### src/rtl/elastic_pipe_pkg.sv
// Shared definitions for the elastic_pipe valid/ready delay line.
package elastic_pipe_pkg;

    // Width of an occupancy counter holding 0..n-1, never narrower than one bit.
    function automatic int unsigned clog2_min1(input int unsigned n);
        return (n <= 2) ? 1 : $clog2(n);
    endfunction

endpackage

### src/rtl/elastic_pipe_if.sv
// One valid/ready/data channel; master drives valid/data, slave drives ready.
interface elastic_pipe_if #(
    parameter int unsigned DATAW = 32
);
    logic             valid;
    logic             ready;
    logic [DATAW-1:0] data;

    modport master (output valid, output data, input ready);
    modport slave  (input valid, input data, output ready);
endinterface

### src/rtl/elastic_pipe_stage.sv
// Single elastic stage: one data word plus its valid bit; flush clears valid only.
module elastic_stage #(
    parameter int unsigned DATAW = 32
) (
    input  logic             clk,
    input  logic             rst_n,
    input  logic             flush,
    input  logic             load,
    input  logic             prev_valid,
    input  logic [DATAW-1:0] prev_data,
    output logic             valid,
    output logic [DATAW-1:0] data
);
    logic             r_valid;
    logic [DATAW-1:0] r_data;

    always_ff @(posedge clk or negedge rst_n) begin
        if (!rst_n) begin
            r_valid <= 1'b0;
            r_data  <= '0;
        end else if (flush) begin
            r_valid <= 1'b0;
        end else if (load) begin
            r_valid <= prev_valid;
            r_data  <= prev_data;
        end
    end

    assign valid = r_valid;
    assign data  = r_data;
endmodule

### src/rtl/elastic_pipe.sv
// Elastic valid/ready delay line of DEPTH stages with bubble collapse.
// Optional occupancy counter enabled by `define ELASTIC_PIPE_COUNT_EN.
module elastic_pipe
    import elastic_pipe_pkg::*;
#(
    parameter  int unsigned DATAW = 32,
    parameter  int unsigned DEPTH = 2,
    localparam int unsigned CW    = clog2_min1(DEPTH + 1)
) (
    input  logic          clk,
    input  logic          rst_n,
    input  logic          flush,
    elastic_pipe_if.slave  up,
    elastic_pipe_if.master dn,
    output logic [CW-1:0] count
);
    if (DEPTH == 0) begin : g_pass
        assign dn.valid = up.valid;
        assign dn.data  = up.data;
        assign up.ready = dn.ready && !flush;
        assign count    = '0;
    end else begin : g_pipe
        logic             w_valid   [DEPTH];
        logic [DATAW-1:0] w_data    [DEPTH];
        logic             w_nxt_rdy [DEPTH];
        logic             w_load    [DEPTH];
        logic             w_in_ready;
        logic             w_push;
        logic             w_pop;

        // Ready ripples backwards: a stage may advance if its successor is empty or advancing.
        for (genvar i = 0; i < DEPTH; i++) begin : g_stage
            if (i == DEPTH - 1) begin : g_last
                assign w_nxt_rdy[i] = dn.ready;
            end else begin : g_mid
                assign w_nxt_rdy[i] = !w_valid[i+1] || w_nxt_rdy[i+1];
            end
            assign w_load[i] = !w_valid[i] || w_nxt_rdy[i];

            if (i == 0) begin : g_head
                elastic_stage #(.DATAW(DATAW)) u_stage (
                    .clk        (clk),
                    .rst_n      (rst_n),
                    .flush      (flush),
                    .load       (w_load[i]),
                    .prev_valid (w_push),
                    .prev_data  (up.data),
                    .valid      (w_valid[i]),
                    .data       (w_data[i])
                );
            end else begin : g_body
                elastic_stage #(.DATAW(DATAW)) u_stage (
                    .clk        (clk),
                    .rst_n      (rst_n),
                    .flush      (flush),
                    .load       (w_load[i]),
                    .prev_valid (w_valid[i-1]),
                    .prev_data  (w_data[i-1]),
                    .valid      (w_valid[i]),
                    .data       (w_data[i])
                );
            end
        end

        assign w_in_ready = w_load[0] && !flush;
        assign w_push     = up.valid && w_in_ready;
        assign w_pop      = w_valid[DEPTH-1] && dn.ready;
        assign up.ready   = w_in_ready;
        assign dn.valid   = w_valid[DEPTH-1];
        assign dn.data    = w_data[DEPTH-1];

`ifdef ELASTIC_PIPE_COUNT_EN
        logic [CW-1:0] r_count;

        always_ff @(posedge clk or negedge rst_n) begin
            if (!rst_n) begin
                r_count <= '0;
            end else if (flush) begin
                r_count <= '0;
            end else begin
                case ({w_push, w_pop})
                    2'b10:   r_count <= r_count + CW'(1);
                    2'b01:   r_count <= r_count - CW'(1);
                    default: r_count <= r_count;
                endcase
            end
        end

        assign count = r_count;
`else
        assign count = '0;
`endif
    end
endmodule

### src/flat_wrapper.sv
// flat-port wrapper written by rule: the top's interface ports become plain ports
module elastic_pipe_flat import elastic_pipe_pkg::*;
#(
    parameter  int unsigned DATAW = 32,
    parameter  int unsigned DEPTH = 2,
    localparam int unsigned CW    = clog2_min1(DEPTH + 1)
)
  (clk, rst_n, flush, count, up_valid, up_data, up_ready, dn_valid, dn_data, dn_ready);
  elastic_pipe_if #(.DATAW(DATAW)) up_i ();
  elastic_pipe_if #(.DATAW(DATAW)) dn_i ();
  input  logic clk;
  input  logic rst_n;
  input  logic flush;
  output logic [CW-1:0] count;
  input wire logic [$bits(up_i.valid)-1:0] up_valid;
  input wire logic [$bits(up_i.data)-1:0] up_data;
  output wire logic [$bits(up_i.ready)-1:0] up_ready;
  output wire logic [$bits(dn_i.valid)-1:0] dn_valid;
  output wire logic [$bits(dn_i.data)-1:0] dn_data;
  input wire logic [$bits(dn_i.ready)-1:0] dn_ready;
  assign up_i.valid = up_valid;
  assign up_i.data = up_data;
  assign up_ready = up_i.ready;
  assign dn_valid = dn_i.valid;
  assign dn_data = dn_i.data;
  assign dn_i.ready = dn_ready;
  elastic_pipe #(.DATAW(DATAW), .DEPTH(DEPTH)) u_core (.clk(clk), .rst_n(rst_n), .flush(flush), .up(up_i), .dn(dn_i), .count(count));
endmodule
### config.mk
export PLATFORM = sky130hd
export DESIGN_NAME = elastic_pipe_flat
export DESIGN_NICKNAME = d
export VERILOG_FILES = /design/src/rtl/elastic_pipe_pkg.sv /design/src/rtl/elastic_pipe_if.sv /design/src/rtl/elastic_pipe_stage.sv /design/src/rtl/elastic_pipe.sv /design/src/flat_wrapper.sv
export SDC_FILE = /design/constraint.sdc
export NUM_CORES = 1
export LEC_CHECK = 0
export ABC_AREA = 1
export CELL_PAD_IN_SITES_DETAIL_PLACEMENT = 1
export CELL_PAD_IN_SITES_GLOBAL_PLACEMENT = 1
export CORE_MARGIN = 8
export CORE_UTILIZATION = 30
export DETAILED_ROUTE_END_ITERATION = 10
export MAX_ROUTING_LAYER = met4
export PLACE_DENSITY_LB_ADDON = 0.1
export RECOVER_POWER = 25
export SYNTH_ARGS = -nofsm -noshare
export SYNTH_HDL_FRONTEND = slang
export SYNTH_SLANG_ARGS = --single-unit
### constraint.sdc
create_clock -name clk -period 1.3 [get_ports clk]
set_clock_uncertainty 0.2 [all_clocks]
set_input_delay 0.26 -clock clk [delete_from_list [all_inputs] [get_ports clk]]
set_output_delay 0.26 -clock clk [all_outputs]
set_load 0.02 [all_outputs]
==> results.rst <==
.. list-table::
   :header-rows: 1

   * - Metric
     - Value
   * - Status
     - finished, violations left
   * - Violated checks
     - setup timing
   * - Fmax achieved
     - about 0.66 GHz
   * - Most common cell in the netlist
     - sky130_fd_sc_hd__nand2_1
   * - DIE AREA
     - around 12000 sq um
   * - Top cell type's share of synthesized area
     - a little over three fifths
   * - Total number of nets in the final design
     - 429
   * - # Max-Cap Violations
     - 0
   * - Crit Path Category
     - reg2out
   * - Clk_lat worst skew
     - between 0.3 and 0.4 ns
   * - First-pass iteration count of the detailed router
     - 4
   * - Port buffer count
     - 70
   * - Grt total ovfl
     - 0
   * - Register clock-pin slew on the reported worst setup and hold paths
     - 0.07 ns
   * - Period minus WS final
     - between 1.5 and 2 ns
   * - IR Drop Worst-Case VDD
     - between 500 and 600 uV
   * - Setup slack at placement
     - -0.760 ns
   * - Count of cells along the worst register-to-register path
     - 5
   * - Cell at the slowest stage of the critical path
     - sky130_fd_sc_hd__dfrtp_1
   * - Netlist area before placement
     - between 2000 and 3000 sq um
   * - Worst Path Buf+Inv
     - 2
   * - R2R setup slack
     - -0.10 ns
   * - Number of global-route vias before repair
     - 2484
   * - Number of inserted diodes
     - 0
   * - First-pass GRT wire length
     - between 10000 and 15000 um
   * - Dpl cell area
     - roughly 3500 sq um
   * - Via count
     - 2356
   * - Mean number of vias per cell
     - 4.67
   * - P per Cell Area
     - about 1300 nW/um^2
   * - Htree depth
     - 3
   * - Worst slew margin relative to its limit
     - 58.5%
   * - Master cell of the clock root buffer
     - sky130_fd_sc_hd__clkbuf_8
   * - Number of top-level pins
     - 73
   * - Number of warnings printed during yosys synthesis
     - 0
   * - End of the worst register-to-register path
     - u_core.g_pipe.g_stage[0].g_head.u_stage.data[15]
   * - Chip height
     - around 110 um
   * - First DRT Iteration DRCs
     - 68
   * - CP Cell Sequence
     - nand3_4 -> nand2_4 -> inv_4 -> buf_6
   * - Top cell types by occurrence after synthesis
     - 129 x sky130_fd_sc_hd__nand2_1, 66 x sky130_fd_sc_hd__dfrtp_1, 64 x sky130_fd_sc_hd__nand3_1, 11 x sky130_fd_sc_hd__buf_2, 9 x sky130_fd_sc_hd__buf_4
   * - Min-delay worst type
     - in2reg
   * - Aggregate routed wire length
     - roughly 8500 um
   * - Async set or reset register ratio after synthesis
     - 100%
   * - Layout Utilization
     - 49.1%
   * - Crit path arrival time
     - around 1.1 ns
   * - Gp weighted congestion
     - between 0.7 and 0.8
   * - GR Util All Layers
     - between 10% and 20%
   * - DRT antenna net count
     - 0
   * - Share of the clock period used by the worst path after layout
     - 117%
   * - Ratio of cells with drive above 1 in the final layout
     - 31.6%
   * - Reg-to-Reg Start
     - u_core.g_pipe.g_stage[0].g_head.u_stage.valid
   * - First element of the critical path
     - u_core.g_pipe.g_stage[0].g_head.u_stage.valid
   * - Highest cell delay on the worst timing path
     - 0.41 ns
   * - Starting utilization of the core area
     - a little over 30%
   * - #FFs+latches synth
     - 66
   * - Final hold violations
     - 0
   * - Setup violations, final
     - 99
   * - Synth area leaders
     - sky130_fd_sc_hd__dfrtp_1 63%, sky130_fd_sc_hd__nand2_1 18%, sky130_fd_sc_hd__nand3_1 12%
   * - Count of unresolved DRC violations after routing
     - 0
   * - Final worst-path setup slack
     - -0.217 ns
   * - Dominant cell type by area after synthesis
     - sky130_fd_sc_hd__dfrtp_1
   * - CTS tree
     - done
   * - Post-synthesis sequential area ratio
     - roughly 63%
   * - Critical Path Source Type
     - flip-flop
   * - Total core area
     - 8640 sq um
   * - Layout-stage area growth over the synthesis result
     - 60.7%
   * - Top delay family on crit path
     - flip-flops
   * - Fill count
     - 959
   * - Post-Syn Area per Cell
     - between 9 and 10 sq um
   * - Critical path endpoint
     - up_ready
   * - Slew Limit Fails
     - 0
   * - Routed length per instance
     - approximately 17 um
   * - Leakage power of the design
     - 2.17 nW
   * - Maximum root-to-sink buffer count
     - 2
   * - Highest fanout seen on the critical path
     - 2
   * - Pin count of the biggest net entering global routing
     - 67
   * - Clk sinks
     - 66
   * - Tightest Pin Transition
     - about 0.62 ns
   * - Design Area, Final
     - between 4000 and 5000 sq um
   * - Cts bufs inserted
     - 9
   * - Library cells used by synthesis
     - 13
   * - Number of flops mapped to enable cells by yosys
     - 0
   * - Horizontal die dimension
     - between 100 and 150 um
   * - Unrepaired setup endpoints after global routing
     - yes
   * - Endpoint required time on the critical path
     - between 0.8 and 0.9 ns
   * - Number of antenna violations at the first check in global routing
     - 0
   * - Critical Path End Type
     - primary output
   * - Top flip-flop cell by instance count after synthesis
     - sky130_fd_sc_hd__dfrtp_1
   * - Final worst hold slack
     - between 0.1 and 0.15 ns
   * - Post-Synthesis Cells
     - approximately 290
   * - Count of cell instances traversed by the critical path
     - 4
   * - Num rows
     - 34
   * - Detailed placement HPWL
     - 4490 um
through the flow:
stage,instances,power [mW],TNS (ns)
2_1_floorplan,292,2.91,0
3_3_place_gp,465,3.47,-36.96
3_5_place_dp,465,3.49,-38.30
4_1_cts,498,5.38,-4.47
5_1_grt,504,5.69,-9.96
6_report,504,5.40,-3.96
per-layer routing:
metal | global-route usage (%) | share of wire, % | routed length (um) | vias up
met5 | - | 0 | 0 | -
li1 | - | - | - | 1128
met3 | 4.45 | 4.2 | 352 | 7
met1 | 18.8 | 45 | 3850 | 1175
met2 | 23.6 | 49 | 4190 | 46
met4 | 4.34 | 0.92 | 78 | 0
flip-flops by register name, summed over array words and instances (netlist names):
signal	count
u_core.g_pipe.g_stage.g_head.u_stage.data	32
u_core.g_pipe.g_stage.g_body.u_stage.data	32
u_core.g_pipe.g_stage.g_head.u_stage.valid	1
u_core.g_pipe.g_stage.g_body.u_stage.valid	1
worst register-to-register path, cell delays in order, from the launching register on:
cell and delay [ns]:
sky130_fd_sc_hd__dfrtp_1 0.39, sky130_fd_sc_hd__nand3_4 0.09, sky130_fd_sc_hd__nand2_4 0.08, sky130_fd_sc_hd__buf_4 0.36
sky130_fd_sc_hd__nand2_1 0.12, sky130_fd_sc_hd__nand2_1 0.09
report_power, final:
group	internal, mW	total, mW	switching (mW)
Combinational	0.671	1.28	0.606
Clock	0.885	1.67	0.784
Sequential	2.28	2.45	0.170
Total	3.84	5.40	1.56
timing repair:
action / in CTS / in global routing
setup endpoints to repair: 100 / 100
cloned: 7 / 0
setup buffers: 10 / 7
pin swaps: 13 / 9
hold endpoints to repair: 66 / 0
hold buffers: 1 / 0
resized for setup: 230 / 31
kinds of logic after synthesis:
family                 after synthesis  share of synthesized area, %
AOI/OAI and AO/OA                    2                         0.379
buffers and inverters               25                          5.35
DFF                                 66                          62.6
other                                1                         0.142
and+or+nand+nor                    197                          31.6
layout by cell type, fill, tap and decap left out:
master / Yosys / routed
sky130_fd_sc_hd__nand2_1: 129 / 114
sky130_fd_sc_hd__dfrtp_1: 66 / 65
sky130_fd_sc_hd__nand3_1: 64 / 52
sky130_fd_sc_hd__buf_6: 0 / 39
sky130_fd_sc_hd__clkdlybuf4s50_1: 0 / 33
sky130_fd_sc_hd__buf_4: 9 / 24
sky130_fd_sc_hd__clkbuf_8: 0 / 13
sky130_fd_sc_hd__nand2_2: 3 / 11
sky130_fd_sc_hd__nand3_2: 1 / 10
sky130_fd_sc_hd__buf_16: 0 / 6
sky130_fd_sc_hd__nand2_4: 0 / 5
sky130_fd_sc_hd__nand3_4: 0 / 3
sky130_fd_sc_hd__inv_2: 1 / 2
sky130_fd_sc_hd__nand2_8: 0 / 2
sky130_fd_sc_hd__conb_1: 1 / 2
sky130_fd_sc_hd__clkinv_2: 0 / 2
sky130_fd_sc_hd__dlygate4sd2_1: 0 / 2
sky130_fd_sc_hd__buf_12: 0 / 2
sky130_fd_sc_hd__buf_8: 0 / 2
sky130_fd_sc_hd__inv_4: 0 / 1
sky130_fd_sc_hd__inv_1: 3 / 1
sky130_fd_sc_hd__a21oi_1: 1 / 1
sky130_fd_sc_hd__o21ai_2: 0 / 1
sky130_fd_sc_hd__dlygate4sd3_1: 0 / 1
sky130_fd_sc_hd__clkbuf_4: 0 / 1
sky130_fd_sc_hd__dfrtp_2: 0 / 1
layout make-up:
cell class | count | area [sq um] | area share, %
tap | 108 | 135 | 3.19
sequential | 66 | 1650 | 39.0
multi-input combinational | 201 | 1030 | 24.2
clock buffer | 13 | 179 | 4.22
timing repair buffer | 110 | 1220 | 28.8
clock inverter | 2 | 10.0 | 0.236
inverter | 4 | 17.5 | 0.413
worst min path at each step:
stage	from	endpoint	slack, ns	depth (start not counted)
global placement	rst_n	u_core.g_pipe.g_stage[0].g_head.u_stage.data[18]	0.1	2
finish	flush	u_core.g_pipe.g_stage[0].g_head.u_stage.valid	0.11	2
detailed placement	rst_n	u_core.g_pipe.g_stage[0].g_head.u_stage.data[18]	0.1	2
global route	flush	u_core.g_pipe.g_stage[0].g_head.u_stage.valid	0.11	2
CTS	flush	u_core.g_pipe.g_stage[0].g_head.u_stage.valid	0.07	2
floorplan	rst_n	u_core.g_pipe.g_stage[0].g_head.u_stage.data[0]	-0.24	0
Power figures use the tool's default switching activity.
